### src/rtl/if_fetch_stage.sv
// Instruction-fetch stage: owns the PC, drives a 1-cycle imem, buffers responses in a 2-entry queue.
// Optional perf counters (perf_fetched/perf_flushed/perf_stall) are built when IF_PERF_CNT_EN is defined.
module if_fetch_stage #(
    parameter int unsigned     XLEN     = 32,
    parameter logic [XLEN-1:0] RESET_PC = '0
) (
    input  logic            clk,
    input  logic            reset,
    output logic [XLEN-1:0] imem_addr,
    output logic            imem_req,
    input  logic [31:0]     imem_rdata,
    input  logic            redirect_valid,
    input  logic [XLEN-1:0] redirect_pc,
    output logic            id_valid,
    input  logic            id_ready,
    output logic [XLEN-1:0] id_pc,
    output logic [31:0]     id_instr
`ifdef IF_PERF_CNT_EN
    ,
    output logic [31:0]     perf_fetched,
    output logic [31:0]     perf_flushed,
    output logic [31:0]     perf_stall
`endif
);

    localparam logic [XLEN-1:0] PC_STEP = XLEN'(4);

    // PC and in-flight tracking
    logic [XLEN-1:0] pc_q, pc_d;
    logic [XLEN-1:0] pc_inflight_q, pc_inflight_d;
    logic            inflight_q, inflight_d;
    logic            kill_q, kill_d;

    // Two-entry in-order queue
    logic [1:0]      count_q, count_d;
    logic            head_q, head_d;
    logic [XLEN-1:0] q_pc_q [2];
    logic [31:0]     q_instr_q [2];

    logic            deq;
    logic            issue;
    logic            wr;
    logic            tail;
    logic [2:0]      occ;
    logic [XLEN-1:0] redirect_aligned;
    logic            unused_redirect_lsbs;

    assign redirect_aligned     = {redirect_pc[XLEN-1:2], 2'b00};
    assign unused_redirect_lsbs = ^redirect_pc[1:0];

    assign id_valid = (count_q != 2'd0);
    assign deq      = id_valid & id_ready;
    assign occ      = {1'b0, count_q} + {2'b00, inflight_q};

    // Issue only while the queue plus the pending response still fits in two entries.
    assign issue = !reset & !redirect_valid &
                   ((occ < 3'd2) | ((occ == 3'd2) & deq));

    assign imem_req  = issue;
    assign imem_addr = pc_q;

    // A response arriving in a redirect cycle is wrong-path and dropped with the queue.
    assign wr   = inflight_q & !kill_q & !redirect_valid;
    assign tail = head_q ^ count_q[0];

    assign id_pc    = q_pc_q[head_q];
    assign id_instr = q_instr_q[head_q];

    always_comb begin
        pc_d          = pc_q;
        pc_inflight_d = pc_inflight_q;
        inflight_d    = issue;
        kill_d        = redirect_valid & inflight_q;
        if (redirect_valid) begin
            pc_d = redirect_aligned;
        end else if (issue) begin
            pc_d          = pc_q + PC_STEP;
            pc_inflight_d = pc_q;
        end
    end

    always_comb begin
        count_d = count_q;
        head_d  = deq ? ~head_q : head_q;
        if (redirect_valid) begin
            count_d = 2'd0;
        end else begin
            unique case ({wr, deq})
                2'b10:   count_d = count_q + 2'd1;
                2'b01:   count_d = count_q - 2'd1;
                default: count_d = count_q;
            endcase
        end
    end

    always_ff @(posedge clk or posedge reset) begin
        if (reset) begin
            pc_q          <= RESET_PC;
            pc_inflight_q <= '0;
            inflight_q    <= 1'b0;
            kill_q        <= 1'b0;
            count_q       <= 2'd0;
            head_q        <= 1'b0;
        end else begin
            pc_q          <= pc_d;
            pc_inflight_q <= pc_inflight_d;
            inflight_q    <= inflight_d;
            kill_q        <= kill_d;
            count_q       <= count_d;
            head_q        <= head_d;
        end
    end

    always_ff @(posedge clk or posedge reset) begin
        if (reset) begin
            for (int i = 0; i < 2; i++) begin
                q_pc_q[i]    <= '0;
                q_instr_q[i] <= '0;
            end
        end else if (wr) begin
            q_pc_q[tail]    <= pc_inflight_q;
            q_instr_q[tail] <= imem_rdata;
        end
    end

`ifdef IF_PERF_CNT_EN
    logic [31:0] perf_fetched_q, perf_flushed_q, perf_stall_q;
    logic [1:0]  flush_n;

    // Queue entries not taken by decode plus a live response dropped this cycle.
    assign flush_n = (count_q - {1'b0, deq}) + {1'b0, inflight_q & !kill_q};

    function automatic logic [31:0] sat_add(input logic [31:0] a, input logic [1:0] b);
        logic [32:0] s;
        s = {1'b0, a} + {31'b0, b};
        return s[32] ? 32'hFFFF_FFFF : s[31:0];
    endfunction

    always_ff @(posedge clk or posedge reset) begin
        if (reset) begin
            perf_fetched_q <= '0;
            perf_flushed_q <= '0;
            perf_stall_q   <= '0;
        end else begin
            perf_fetched_q <= sat_add(perf_fetched_q, {1'b0, wr});
            perf_flushed_q <= sat_add(perf_flushed_q, redirect_valid ? flush_n : 2'd0);
            perf_stall_q   <= sat_add(perf_stall_q, {1'b0, id_valid & !id_ready});
        end
    end

    assign perf_fetched = perf_fetched_q;
    assign perf_flushed = perf_flushed_q;
    assign perf_stall   = perf_stall_q;
`endif

endmodule

### config.mk
export PLATFORM = sky130hd
export DESIGN_NAME = if_fetch_stage
export DESIGN_NICKNAME = d
export VERILOG_FILES = /design/src/rtl/if_fetch_stage.sv
export SDC_FILE = /design/constraint.sdc
export NUM_CORES = 1
export LEC_CHECK = 0
export BUFFER_PORTS_ARGS = -buffer_cell sky130_fd_sc_hd__buf_2
export CAP_MARGIN = 10
export CORE_MARGIN = 2
export CORE_UTILIZATION = 45
export DETAILED_ROUTE_END_ITERATION = 12
export PLACE_DENSITY = 0.67
export SYNTH_ARGS = -nofsm -noshare
export SYNTH_HDL_FRONTEND = slang
export SYNTH_SLANG_ARGS = --single-unit
### constraint.sdc
create_clock -name clk -period 8.19 [get_ports clk]
set_clock_uncertainty 0.05 [all_clocks]
set_input_delay 0.4095 -clock clk [delete_from_list [all_inputs] [get_ports clk]]
set_output_delay 0.4095 -clock clk [all_outputs]
set_load 0.02 [all_outputs]
==> flow_summary.toml <==
[placed_design]
routabilityCongestion = 0.823
numPlacedInstances = 986
place_ws_ps = 4710
dp_hpwl_um = 12200
io_buffers = 159

[yosys]
synth_simple_gate_area_frac = 0.0734
synth_top_family_by_area = "multiplexers"
synth-adder-area-share = 0.00582
synth_seq_cells = 189
yosys.area.top_type = "dfrtp_1"
synth_cells = 627
yosys-top-cells-area = "dfrtp_1 55%, mux2_2 30%, xnor2_1 1.6%"
synth-edff-count = 0
yosysWarnings = 0
muxShareOfSynthArea = 0.297
syn_avg_cell_area_um2 = 13.7
ys.flop_type = "dfrtp_1"
synth_compound_area_frac = 0.0224
syn-cell-area_mm2 = 0.00860
yosysSeqAreaShare = 0.550
netlist.area_leader.share = 0.550
synthArstFlopShare = 1.00
ys_types = 45
synth_xor_area_frac = 0.0265

[clocking]
ctsRootBufferMaster = "clkbuf_16"
clkSinkCount = 189
cts_buffers = 17
ctsHoldBuffers = 0
cts_max_level = 4
path_clk_slew_ps = 70
cts.path.max_buffers = 2
cts_tree = "yes"
worstSkewPairLatency_ps = 430
post_cts_resized = 0
cts_setup_buffers = 0

[final_layout]
num_antenna_cells = 0
nets = 843
synthToLayoutAreaGrowth_pct = 17.4
final_common_cell = "mux2_2"
drive_gt1_frac = 0.549
layout_common_cells = "226 x mux2_2, 188 x dfrtp_1, 159 x buf_2"
utilization = 0.540
layout.cells.non_filler = 1017

[routing]
routed_wl_um = 18900
drt-pass1-iter-count = 4
num_vias = 5530
wl_per_cell_um = 18.6
post-route-drc-count = 0
dr.first_iter.drc_count = 278
detail-route-antenna-nets = 0
via_per_inst = 5.44

[worst_setup_path]
worst-setup-path-type = "flip-flop to primary output"
worstPathRequired_ps = 7730
cp-start-kind = "flip-flop"
endpoint_kind = "primary output"
crit_arrival_ps = 3450
path_max_fanout = 32

[global_route]
grt_max_degree = 106
track_usage = 0.195
gr-total-overflow = 0
grt_pass1_wl_um = 30600
antenna_found_initial = 0
grt_pass1_vias = 5823

[floorplanning]
rows = 50
dieWidth_um = 142
die_area_mm2 = 0.0202
start_util = 0.460
io_pins = 166
die_y_um = 142
core-area_mm2 = 0.0187

[power_and_ir_drop]
p_per_area_mw_per_mm2 = 360
peakVddDrop_uv = 152
p_leak_nw = 4.55

[timing]
period_needed_ps = 3910
timing.hold.ws_ps = 98.1
max_slew_margin = 0.245
finalHoldViolCount = 0
tns_ps = 0
rsz0062_at_grt = "no"
timing.final.ws_setup_ps = 4280
setup_viol = 0
tightest_slew_ps = 1130
maxSlewViolCount = 0
timing.final.crit_share = 0.477
max_freq_mhz = 256

[run]
cap_violations = 0

[run_status]
status = "completed"

[worst_hold_path]
hp-class = "input port to asynchronous set/reset pin"
## kinds of logic after synthesis
group | after synthesis
compound gates | 29
xor+xnor | 26
fa+ha+maj | 4
buf+inv | 44
flops | 189
mux | 227
other cells | 1
simple gates | 107
## metrics by stage
stage                     power, W  area, um2
after floorplan            0.00247       8620
after global placement     0.00283       9560
after detailed placement   0.00289       9560
after CTS                  0.00367      10100
after global routing       0.00385      10100
final                      0.00364      10100
## cells in the mapped netlist (9+ instances only)
cell      instances
dfrtp_1         189
nand3_1          10
mux2_2          226
nand4_1          16
nand2_1          26
o21ai_0          15
nor2_1            9
buf_2            18
clkbuf_1         15
xnor2_1          16
xor2_1           10
nor2b_1           9
## layer usage
| layer | wire length (um) | track usage | vias up |
|---|---|---|---|
| li1 | - | - | 2539 |
| met1 | 8720 | 0.261 | 2825 |
| met2 | 9000 | 0.317 | 148 |
| met3 | 909 | 0.0481 | 18 |
| met4 | 241 | 0.0563 | 0 |
| met5 | 0 | 0 | - |
## flip-flops by register name, indices dropped and copies added, names as in the netlist
name	count
pc_inflight_q	30
count_q	2
imem_addr	30
q_pc_q	60
inflight_q	1
kill_q	1
head_q	1
q_instr_q	64
## path summary, 6_finish.rpt
kind	to	slack, ps	depth (start not counted)	startpoint
max in group asynchronous	imem_addr[30]$_DFFE_PP0P_	6400	3	reset
hold / removal	pc_inflight_q[2]$_DFFE_PP0P_	100	2	reset
setup reg to reg	pc_inflight_q[22]$_DFFE_PP0P_	4880	7	count_q[0]$_DFFE_PP0P_
hold reg to reg	q_pc_q[51]$_DFFE_PP0P_	450	1	q_pc_q[51]$_DFFE_PP0P_
min in group clk	imem_addr[3]$_DFFE_PP0P_	140	3	redirect_pc[3]
setup / recovery	imem_req	4280	7	count_q[0]$_DFFE_PP0P_
## power breakdown
| part | switching (W) | internal (W) | total, W |
|---|---|---|---|
| logic | 0.000713 | 0.000675 | 0.00139 |
| registers | 0.000192 | 0.00128 | 0.00148 |
| clock network | 0.000347 | 0.000425 | 0.000772 |
| total | 0.00125 | 0.00238 | 0.00364 |
## area by class of cell
type | instances | area, um2
clock buffers | 21 | 450
clock inverters | 10 | 93.8
fillers | 1646 | 8600
inverters | 4 | 22.5
multi-input cells | 397 | 3690
flip-flops and latches | 189 | 4730
well taps | 234 | 293
repair buffers | 162 | 818
## critical path, stage by stage, from the launching register on
cell and delay (ps):
dfrtp_1 430, ha_1 210, inv_1 50, ha_1 260
nor4b_2 260, a31oi_2 460, nor2_4 1020, buf_2 320
(Power assumes the default switching activity.)
